`src/rtl/rr_arbiter.sv`:
```
// Round-robin N-input arbiter with registered one-hot grants, stall-hold and
// burst locking. The grant is held while the downstream is not ready, and is
// released or handed on when a transfer (grant_valid_OUT && grant_ready_IN)
// completes.
// Optional build macro ARB_FIXED_PRIO_EN adds prio_mode_IN. When that input is
// high, selection picks the highest-indexed request instead of using ptr.
module rr_arbiter #(
  parameter  int N_REQ = 4,
  localparam int IDX_W = $clog2(N_REQ)
) (
  input  logic             clock_IN,
  input  logic             reset_n_IN,
`ifdef ARB_FIXED_PRIO_EN
  input  logic             prio_mode_IN,
`endif
  input  logic [N_REQ-1:0] requests_IN,
  input  logic [N_REQ-1:0] lock_IN,
  input  logic             grant_ready_IN,
  output logic [N_REQ-1:0] grants_OUT,
  output logic             grant_valid_OUT,
  output logic [IDX_W-1:0] grant_index_OUT
);

  typedef enum logic [1:0] {IDLE, GRANT, LOCKED} state_t;

  localparam logic [IDX_W-1:0] LAST_IDX = IDX_W'(N_REQ - 1);
  localparam logic [N_REQ-1:0] ONE_HOT0 = N_REQ'(1);

  state_t           state;
  logic [N_REQ-1:0] grants;
  logic [IDX_W-1:0] ptr;
  logic [IDX_W-1:0] g;
  logic [IDX_W-1:0] ptr_adv;
  logic [IDX_W-1:0] pick_cur;
  logic [IDX_W-1:0] pick_adv;
  logic             any_req;

  // First asserted request searching upward from base, wrapping modulo N_REQ
  function automatic logic [IDX_W-1:0] rr_select(input logic [N_REQ-1:0] req,
                                                 input logic [IDX_W-1:0] base);
    logic [IDX_W-1:0] win;
    logic             found;
    int               k;
    win   = '0;
    found = 1'b0;
    for (int i = 0; i < N_REQ; i++) begin
      k = (int'(base) + i) % N_REQ;
      if (!found && req[k]) begin
        win   = IDX_W'(k);
        found = 1'b1;
      end
    end
    return win;
  endfunction

  // Legacy ordering: the highest-indexed asserted request wins
  function automatic logic [IDX_W-1:0] fixed_select(input logic [N_REQ-1:0] req);
    logic [IDX_W-1:0] win;
    win = '0;
    for (int i = 0; i < N_REQ; i++) begin
      if (req[i]) win = IDX_W'(i);
    end
    return win;
  endfunction

  function automatic logic [IDX_W-1:0] select(input logic [N_REQ-1:0] req,
                                              input logic [IDX_W-1:0] base);
`ifdef ARB_FIXED_PRIO_EN
    if (prio_mode_IN) return fixed_select(req);
`endif
    return rr_select(req, base);
  endfunction

  // Index of the currently granted bit, encoded from the registered vector
  always_comb begin
    g = '0;
    for (int i = 0; i < N_REQ; i++) begin
      if (grants[i]) g = IDX_W'(i);
    end
  end

  // Candidate winners for the current pointer and for the advanced pointer
  always_comb begin
    any_req  = |requests_IN;
    ptr_adv  = (g == LAST_IDX) ? '0 : g + 1'b1;
    pick_cur = select(requests_IN, ptr);
    pick_adv = select(requests_IN, ptr_adv);
  end

  // Arbitration FSM: grant register, round-robin pointer and lock tracking
  always_ff @(posedge clock_IN or negedge reset_n_IN) begin
    if (!reset_n_IN) begin
      state  <= IDLE;
      grants <= '0;
      ptr    <= '0;
    end else begin
      case (state)
        IDLE: begin
          if (any_req) begin
            grants <= ONE_HOT0 << pick_cur;
            state  <= GRANT;
          end
        end
        GRANT, LOCKED: begin
          if (grant_ready_IN) begin
            // Transfer completes; keep the grant only for a live burst
            if (lock_IN[g] && requests_IN[g]) begin
              state <= LOCKED;
            end else begin
              ptr <= ptr_adv;
              if (any_req) begin
                grants <= ONE_HOT0 << pick_adv;
                state  <= GRANT;
              end else begin
                grants <= '0;
                state  <= IDLE;
              end
            end
          end else if (!requests_IN[g]) begin
            // Withdrawal: a burst owner still counts as served, a plain
            // grant does not, so only the former moves the pointer
            if (state == LOCKED) ptr <= ptr_adv;
            if (any_req) begin
              grants <= ONE_HOT0 << ((state == LOCKED) ? pick_adv : pick_cur);
              state  <= GRANT;
            end else begin
              grants <= '0;
              state  <= IDLE;
            end
          end
        end
        default: begin
          grants <= '0;
          state  <= IDLE;
        end
      endcase
    end
  end

  assign grants_OUT      = grants;
  assign grant_valid_OUT = |grants;
  assign grant_index_OUT = g;

endmodule

```
`config.mk`:
```
export PLATFORM = sky130hd
export DESIGN_NAME = rr_arbiter
export DESIGN_NICKNAME = d
export VERILOG_FILES = /design/src/rtl/rr_arbiter.sv
export SDC_FILE = /design/constraint.sdc
export NUM_CORES = 1
export LEC_CHECK = 0
export CORE_AREA = 2 2 44 46
export DETAILED_ROUTE_END_ITERATION = 8
export DIE_AREA = 0 0 46 48
export DONT_BUFFER_PORTS = 1
export PLACE_DENSITY = 0.72
export SYNTH_ARGS = -nofsm -noshare
export SYNTH_HDL_FRONTEND = slang
export SYNTH_SLANG_ARGS = --single-unit
```
`constraint.sdc`:
```
create_clock -name clock_IN -period 1.99 [get_ports clock_IN]
set_clock_uncertainty 0.1 [all_clocks]
set_input_delay 0.2985 -clock clock_IN [delete_from_list [all_inputs] [get_ports clock_IN]]
set_output_delay 0.2985 -clock clock_IN [all_outputs]
set_load 0.02 [all_outputs]
```
==> results.json <==
{
  "num_antenna_cells": 0,
  "avgRoutedWirePerCell_um": 16.4,
  "core_mm2": 0.00169,
  "die_h_um": 48,
  "htree_levels": 1,
  "hp-start": "grant_ready_IN",
  "syn_inst": 118,
  "crit_required_ns": 2.04,
  "dieArea_mm2": 0.00221,
  "area_growth_pct": 13.7,
  "synth_area_leaders": "dfrtp_1, mux2i_1, nand2_1",
  "holdPathEnd": "state[0]",
  "fmax_mhz": 516,
  "cp_cell_sequence": "or2_4 -> o221ai_4 -> o311ai_4 -> nand2_2 -> a211oi_2 -> a311o_1",
  "whs_ns": 0.236,
  "slowest_stage": "dfrtp_2",
  "synth_top_cells_by_count": "nand2_1, inv_1, dfrtp_1, nor2_1, mux2i_1",
  "yosysTopAreaCell": "dfrtp_1",
  "drt-initial-drc-count": 35,
  "ys_ff_latch": 8,
  "portBuffers": 0,
  "drv_cap": 0,
  "fin_cells": 144,
  "regToRegSetupSlack_ns": 0.05,
  "cts_made_buffers": 3,
  "cts_tree": "yes",
  "grt_max_degree": 13,
  "clk_latency_ns": 0.27,
  "r2r-end": "grants_OUT[0]",
  "whs_path_depth": 3,
  "synth_cell_types": 46,
  "critPathKind": "flop to flop",
  "die_width_um": 46,
  "dpl-instance-area_um2": 975,
  "critPathLaunchType": "flop",
  "clk_pin_slew_ns": 0.07,
  "yosysSeqAreaShare": 0.214,
  "synth.top_cell.area_share": 0.214,
  "via_count": 940,
  "ys_warn_count": 0,
  "synthesis.nets": 132,
  "p_leak_nw": 0.458,
  "vdd_drop_max_mv": 0.753,
  "ys.flop_type": "dfrtp_1",
  "start_util": 0.553,
  "path_max_fanout": 9,
  "hold_path_class": "input port to flop",
  "fin_nets": 142,
  "drive_gt1_frac": 0.228,
  "timing.final.max_slew_violations": 0,
  "p_per_area_mw_per_mm2": 1540,
  "finalHoldViolCount": 0,
  "totalPowerFinal_mw": 1.64,
  "relSlewSlack": 0.666,
  "grt_pass1_vias": 844,
  "clkSinkCount": 8,
  "overflow": 0,
  "outcome": "completed",
  "placed_cells": 135,
  "vias_per_cell": 6.53,
  "syn_area_per_cell_um2": 7.92,
  "finalInstanceArea_mm2": 0.00106,
  "rr_worst_depth": 6,
  "rsz0062_at_grt": "yes",
  "cpPeakStageDelay_ns": 0.46,
  "cts-root-buf": "clkbuf_4",
  "synth_edf_count": 0,
  "clk_path_buf_depth": 2,
  "drt.antenna.violating_nets": 0,
  "antenna_found_initial": 0,
  "fillers": 142,
  "ioPinCount": 18,
  "fin_crit_ns": 1.94,
  "arrival_ns": 1.99,
  "timing.setup.tns_ns": 0,
  "finalWirelength_um": 2370,
  "drc": 0,
  "track_usage": 0.228,
  "drt-pass1-iter-count": 4,
  "startpoint": "grants_OUT[2]",
  "yosysMostFrequentCell": "nand2_1",
  "finalSetupViolations": 0,
  "async_reset_ff_frac": 1.00,
  "hpwl_um": 1720,
  "reg2reg_from": "grants_OUT[2]",
  "grt_first_pass_wirelength_um": 3580,
  "place_congestion": 0.873,
  "row_count": 15,
  "end_kind": "flop",
  "worst_pin_slew_ns": 0.500,
  "timing.final.crit_share": 0.974,
  "syn-cell-area_um2": 935
}
[metal layers]
metal	track usage	wire length [µm]	vias to the layer above
li1	-	-	449
met1	0.262	968	444
met2	0.403	1170	39
met3	0.0717	183	8
met4	0.0686	44	0
met5	0	0	-
[power by group]
part / switching (mW) / total, mW / leakage (nW) / internal (mW)
clock network: 0.0645 / 0.142 / 0.0150 / 0.0771
logic: 0.639 / 1.17 / 0.345 / 0.534
registers: 0.0886 / 0.321 / 0.0981 / 0.232
[what timing repair did]
action,4_1_cts,5_1_grt
resized for setup,0,6
endpoints found under the hold margin,8,0
hold buffers,1,0
buffers inserted,0,4
endpoints found under the setup margin,0,5
[per-stage QoR]
step	utilization	setup slack [ns]
after floorplan	-	0.000574
after global placement	0.577	0.0326
after detailed placement	0.577	0.0309
after CTS	0.599	0.00632
after global routing	0.629	-0.0280
final	0.629	0.0511
[layout by cell type, fill, tap and decap left out, types with 4 or more instances in the layout]
cell,instances
o21ai_1,4
a21oi_1,5
inv_1,9
buf_4,11
mux2i_1,7
nand2_1,11
nor2b_1,6
nor3_1,5
dfrtp_1,6
nor2_1,8
[layout make-up]
cell class | count | area (µm²) | area share
repair buffers | 13 | 105 | 0.0989
well taps | 17 | 21.3 | 0.0200
inverters | 10 | 37.5 | 0.0353
flip-flops and latches | 8 | 203 | 0.191
multi-input cells | 92 | 669 | 0.630
clock buffers | 4 | 26.3 | 0.0247
[cells by family after synthesis]
group	after synthesis	synth area share
muxes	8	0.0870
AOI/OAI and AO/OA	37	0.316
adders and majority gates	3	0.0402
and+or+nand+nor	44	0.245
DFF	8	0.214
buffers and inverters	18	0.0977
[sequential cells by signal, summed over array words and instances, names as in the netlist]
register	flops
grants_OUT	4
ptr	2
state	2
[worst max-delay path: cells and delay by family (launching register included)]
kind | cells | cell delay, ns
AOI/OAI and AO/OA | 4 | 0.82
DFF | 1 | 0.46
and+or+nand+nor | 2 | 0.44
[how the worst max path moves through the flow]
stage	end	slack [ns]
4_1_cts	grant_valid_OUT	0.006
3_5_place_dp	grants_OUT[1]	0.03
5_1_grt	grants_OUT[0]	-0.03
6_report	grants_OUT[0]	0.05
3_3_place_gp	grants_OUT[0]	0.03
2_1_floorplan	grants_OUT[0]	0.0006
Power figures use the tool's default switching activity.
